==> src/rtl/binary_to_bcd_pkg.sv <==
// Shared sizing helpers and state type for the binary-to-BCD converter.
// Pure elaboration-time functions; nothing here generates logic.
package bcd_pkg;

   localparam int MAX_BIN_W = 32;

   typedef enum logic {IDLE, CONV} state_e;

   function automatic int bcd_width(input int digits);
      return 4 * digits;
   endfunction

   function automatic longint unsigned max_bcd(input int digits);
      longint unsigned p;
      p = 1;
      for (int i = 0; i < digits; i++) p = p * 10;
      return p - 1;
   endfunction

   // Digits needed so a full-range BIN_W input never spills out of the accumulator.
   function automatic int acc_digits(input int bin_w, input int digits);
      longint unsigned maxv;
      longint unsigned p;
      int d;
      maxv = (64'd1 << bin_w) - 64'd1;
      p = 10;
      d = 1;
      while (p <= maxv) begin
         p = p * 10;
         d = d + 1;
      end
      return (d > digits) ? d : digits;
   endfunction

endpackage

==> src/rtl/binary_to_bcd_if.sv <==
// Request/result bundle between a client and the converter.
// master drives start/bin_in; slave (the converter) drives status and result.
interface binary_to_bcd_if #(
   parameter int BIN_W  = 12,
   parameter int DIGITS = 3
);
   logic                  start;
   logic [BIN_W-1:0]      bin_in;
   logic                  busy;
   logic                  done;
   logic                  overflow;
   logic [4*DIGITS-1:0]   bcd_out;

   modport master (output start, bin_in, input busy, done, overflow, bcd_out);
   modport slave  (input start, bin_in, output busy, done, overflow, bcd_out);
endinterface

==> src/rtl/binary_to_bcd_digit_adj.sv <==
// Double-dabble digit correction: add 3 to a BCD digit of 5 or more.
// Purely combinational.
module bcd_digit_adj (
   input  logic [3:0] digit_i,
   output logic [3:0] digit_o
);
   assign digit_o = (digit_i >= 4'd5) ? digit_i + 4'd3 : digit_i;
endmodule

==> src/rtl/binary_to_bcd.sv <==
// Iterative shift-add-3 binary to BCD converter, saturating to all 9s on overflow.
// Latency BIN_W clocks from accepting edge to done; start ignored while busy.
module binary_to_bcd
   import bcd_pkg::*;
#(
   parameter int BIN_W  = 12,
   parameter int DIGITS = 3
) (
   input  logic clk,
   input  logic reset,
   binary_to_bcd_if.slave bus
);
   localparam int BCD_W = bcd_width(DIGITS);
   localparam int ACC_D = acc_digits(BIN_W, DIGITS);
   localparam int ACC_W = bcd_width(ACC_D);
   localparam int CNT_W = $clog2(BIN_W + 1);
   localparam longint unsigned MAX_VAL = max_bcd(DIGITS);

   if (BIN_W < 1 || BIN_W > MAX_BIN_W) begin : g_bad_bin_w
      $error("binary_to_bcd: BIN_W out of range");
   end

   state_e             state_q;
   logic [CNT_W-1:0]   cnt_q;
   logic [BIN_W-1:0]   bin_q;
   logic [BIN_W-1:0]   bin_d;
   logic [ACC_W-1:0]   acc_q;
   logic [ACC_W-1:0]   acc_adj;
   logic [ACC_W-1:0]   acc_d;
   logic               ovf_pend_q;
   logic               done_q;
   logic               ovf_q;
   logic [BCD_W-1:0]   bcd_q;

   for (genvar g = 0; g < ACC_D; g++) begin : g_adj
      bcd_digit_adj u_adj (
         .digit_i (acc_q[4*g +: 4]),
         .digit_o (acc_adj[4*g +: 4])
      );
   end

   assign {acc_d, bin_d} = {acc_adj, bin_q} << 1;

   always_ff @(posedge clk) begin
      if (reset) begin
         state_q    <= IDLE;
         cnt_q      <= '0;
         bin_q      <= '0;
         acc_q      <= '0;
         ovf_pend_q <= 1'b0;
         done_q     <= 1'b0;
         ovf_q      <= 1'b0;
         bcd_q      <= '0;
      end else begin
         done_q <= 1'b0;
         case (state_q)
            IDLE: begin
               if (bus.start) begin
                  bin_q      <= bus.bin_in;
                  acc_q      <= '0;
                  cnt_q      <= '0;
                  ovf_pend_q <= 64'(bus.bin_in) > MAX_VAL;
                  state_q    <= CONV;
               end
            end
            CONV: begin
               acc_q <= acc_d;
               bin_q <= bin_d;
               cnt_q <= cnt_q + 1'b1;
               // The final shift is taken straight from acc_d so done lands on the BIN_W-th edge.
               if (cnt_q == CNT_W'(BIN_W - 1)) begin
                  state_q <= IDLE;
                  done_q  <= 1'b1;
                  ovf_q   <= ovf_pend_q;
                  bcd_q   <= ovf_pend_q ? {DIGITS{4'h9}} : acc_d[BCD_W-1:0];
               end
            end
            default: state_q <= IDLE;
         endcase
      end
   end

   assign bus.busy     = (state_q == CONV);
   assign bus.done     = done_q;
   assign bus.overflow = ovf_q;
   assign bus.bcd_out  = bcd_q;

endmodule

==> src/flat_wrapper.sv <==
// flat-port wrapper written by rule: the top's interface ports become plain ports
module binary_to_bcd_flat import bcd_pkg::*;
#(
   parameter int BIN_W  = 12,
   parameter int DIGITS = 3
)
  (clk, reset, bus_start, bus_bin_in, bus_busy, bus_done, bus_overflow, bus_bcd_out);
  binary_to_bcd_if #(.BIN_W(BIN_W), .DIGITS(DIGITS)) bus_i ();
  input  logic clk;
  input  logic reset;
  input wire logic [$bits(bus_i.start)-1:0] bus_start;
  input wire logic [$bits(bus_i.bin_in)-1:0] bus_bin_in;
  output wire logic [$bits(bus_i.busy)-1:0] bus_busy;
  output wire logic [$bits(bus_i.done)-1:0] bus_done;
  output wire logic [$bits(bus_i.overflow)-1:0] bus_overflow;
  output wire logic [$bits(bus_i.bcd_out)-1:0] bus_bcd_out;
  assign bus_i.start = bus_start;
  assign bus_i.bin_in = bus_bin_in;
  assign bus_busy = bus_i.busy;
  assign bus_done = bus_i.done;
  assign bus_overflow = bus_i.overflow;
  assign bus_bcd_out = bus_i.bcd_out;
  binary_to_bcd #(.BIN_W(BIN_W), .DIGITS(DIGITS)) u_core (.clk(clk), .reset(reset), .bus(bus_i));
endmodule
==> config.mk <==
export PLATFORM = sky130hd
export DESIGN_NAME = binary_to_bcd_flat
export DESIGN_NICKNAME = d
export VERILOG_FILES = /design/src/rtl/binary_to_bcd_pkg.sv /design/src/rtl/binary_to_bcd_if.sv /design/src/rtl/binary_to_bcd_digit_adj.sv /design/src/rtl/binary_to_bcd.sv /design/src/flat_wrapper.sv
export SDC_FILE = /design/constraint.sdc
export NUM_CORES = 1
export LEC_CHECK = 0
export BUFFER_PORTS_ARGS = -buffer_cell sky130_fd_sc_hd__buf_4
export CAP_MARGIN = 20
export CORE_ASPECT_RATIO = 0.8
export CORE_MARGIN = 1.5
export CORE_UTILIZATION = 51
export CTS_BUF_LIST = sky130_fd_sc_hd__clkbuf_16
export CTS_CLUSTER_SIZE = 8
export DETAILED_ROUTE_END_ITERATION = 8
export PLACE_DENSITY = 0.75
export SLEW_MARGIN = 20
export SYNTH_ARGS = -nofsm -noshare
export SYNTH_HDL_FRONTEND = slang
export SYNTH_HIERARCHICAL = 1
export SYNTH_SLANG_ARGS = --single-unit
export TNS_END_PERCENT = 50
==> constraint.sdc <==
create_clock -name clk -period 1.3 [get_ports clk]
set_clock_uncertainty 0.05 [all_clocks]
set_input_delay 0 -clock clk [delete_from_list [all_inputs] [get_ports clk]]
set_output_delay 0 -clock clk [all_outputs]
set_load 0.03 [all_outputs]
==> flow_metrics.tcl <==
set metrics [dict create \
    crit_fanout 3 \
    syn_area_um2 2100 \
    cp_cell_sequence "inv_4 > ha_4 > nand2b_4 > a21oi_4 > mux2i_2 > a21oi_1 > nor2_1" \
    r2r-end "u_core/acc_q[2]" \
    fin_ws_ns -0.144 \
    cts_root_buffer "clkbuf_16" \
    die_h_um 60.4 \
    cts.sinks 44 \
    min_path_type "in2reg" \
    slew_viol_final 0 \
    io-pin-count 30 \
    fin_setup_tns_ns -1.31 \
    htreeDepth 2 \
    drt-vias-per-instance 5.21 \
    cts_max_path_buffers 2 \
    min_to "u_core/bin_q[2]" \
    status "complete, but fails checks" \
    synth_nets 256 \
    portBuffers 29 \
    fill_cells 258 \
    relSlewSlack_pct 77.6 \
    worstMarginPinSlew_ns 0.335 \
    initial_core_util_pct 54.2 \
    drt-initial-drc-count 93 \
    r2r_slack_ns -0.14 \
    path_class "reg2reg" \
    rows 20 \
    critPathMaxStageDelay_ns 0.36 \
    diodes 0 \
    numCtsBuffers 5 \
    ant_nets 0 \
    period_minus_slack_ns 1.44 \
    syn_to_final_growth_pct 43.3 \
    yosysWarnings 6 \
    min_from "bus_bin_in[2]" \
    num_vias 1802 \
    hold_viol 0 \
    dp_hpwl_mm 3.12 \
    firstDrtPassIters 4 \
    die_area_um2 4520 \
    syn_inst 234 \
    grt_max_degree 31 \
    hold_depth 4 \
    setup_viol 21 \
    cp.arrival_ns 1.62 \
    critPathCaptureType "flip-flop" \
    critPathRequiredTime_ns 1.47 \
    rsz0062_at_grt "true" \
    leakage_uw 0.00120 \
    start_kind "flip-flop" \
    grt_overflow_total 0 \
    p_per_area_nw_per_um2 959 \
    core_area_um2 3880 \
    grt_pass1_wl_mm 7.87 \
    violations "negative setup slack" \
    multi_input_area_um2 1310 \
    drive_above_1_share_pct 45.7 \
    gp_congestion 0.797 \
    routedWlPerCell_um 14.2 \
    grtUsageTotal_pct 23.2 \
    period_share_pct 111 \
    grt_pass1_vias 1703 \
    clk_pin_slew_ns 0.06 \
    drc_errors 0 \
    critical_path.slowest_cell "dfxtp_4" \
    tritoncts "yes" \
    r2r-start "u_core/acc_q[1]" \
    vdd_drop_max_v 0.000891 \
    power.total_uw 2890 \
    die_w_um 74.8 \
    drv_cap 0 \
    worstSkewPairLatency_ns 0.28 \
    synth.avg_cell_area_um2 8.98 \
    nNetsFinal 312 \
    antenna_found_initial 0 \
    routed_wl_mm 4.93 \
    fmax_mhz 693 \
    regArea_um2 905 \
    reg2regPathDepth 7 \
]
## metrics by stage
| stage | hold slack [ns] | area, µm² | setup slack (ns) | util, % | cells |
|---|---|---|---|---|---|
| after CTS | 0.0625 | 2860 | -0.119 | 73.8 | 343 |
| after floorplan | 0.116 | 2160 | -0.00165 | - | 234 |
| after global placement | 0.238 | 2590 | -0.0837 | 66.8 | 329 |
| after global routing | 0.0909 | 3010 | -0.220 | 77.6 | 346 |
| final | 0.0673 | 3010 | -0.144 | 77.6 | 346 |
| after detailed placement | 0.271 | 2590 | -0.142 | 66.8 | 329 |
## power breakdown
group | switching [µW] | internal (µW) | leakage (µW)
combinational | 154 | 143 | 0.000763
clock | 493 | 697 | 0.0000710
sequential | 24.5 | 1370 | 0.000363
total | 672 | 2210 | 0.00120
## layout by cell type, fill, tap and decap left out, drive strengths merged, types with 2 or more instances in the layout
master and n:
inv 9, clkbuf 6, a22o 7, xnor2 3, dfxtp 44, dlygate4sd3 3, a41oi 2, buf 60
nand2 34, a21oi 31, mux2 11, o2bb2ai 6, nor2 24, nor3 3, nand2b 5, ha 7
o21ai 5, nor3b 13, mux2i 5, a211oi 2, clkinv 4
## flip-flops by register name (all words and copies together), names as in the netlist
name,flops
u_core/cnt_q,4
u_core/bus.done,1
u_core/acc_q,12
u_core/ovf_pend_q,1
u_core/bus.overflow,1
u_core/bus.bcd_out,12
u_core/bus.busy,1
u_core/bin_q,12
## worst max-delay path by stage
stage                               start                    end  depth (start not counted)
final                     u_core/acc_q[1]        u_core/acc_q[2]                          7
after global routing      u_core/acc_q[1]        u_core/acc_q[2]                          7
after CTS                 u_core/acc_q[1]        u_core/acc_q[2]                          7
after detailed placement  u_core/acc_q[1]        u_core/acc_q[2]                          7
after global placement    u_core/cnt_q[2]  u_core/bus.bcd_out[4]                          4
after floorplan           u_core/cnt_q[3]    u_core/bus.overflow                          5
## cell type report
| class | instances | share of cell area, % |
|---|---|---|
| multi-input combinational | 165 | 43.5 |
| sequential | 44 | 30.0 |
| clock buffer | 5 | 4.16 |
| inverter | 10 | 1.58 |
| tap | 55 | 2.29 |
| timing repair buffer | 64 | 18.0 |
| clock inverter | 3 | 0.457 |
## layer usage
layer	track usage, %	routed length, µm	vias up
met5	0	0	-
met4	9.09	63	0
met3	5.32	193	7
met2	38.3	2400	35
met1	29.8	2270	839
li1	-	-	921
## worst max-delay path: cells and delay by family (launching register included)
family	cells	cell delay [ns]
adders and majority gates	1	0.14
DFF	1	0.36
buffers and inverters	1	0.05
AOI/OAI and AO/OA	2	0.26
and+or+nand+nor	2	0.24
muxes	1	0.28
## what timing repair did
action,in CTS,in global routing
hold buffers,3,0
resized for setup,24,29
pin swaps,14,14
cloned,1,0
endpoints found under the hold margin,2,0
setup endpoints to repair,24,25
buffers inserted,2,3
(Power assumes the default switching activity.)
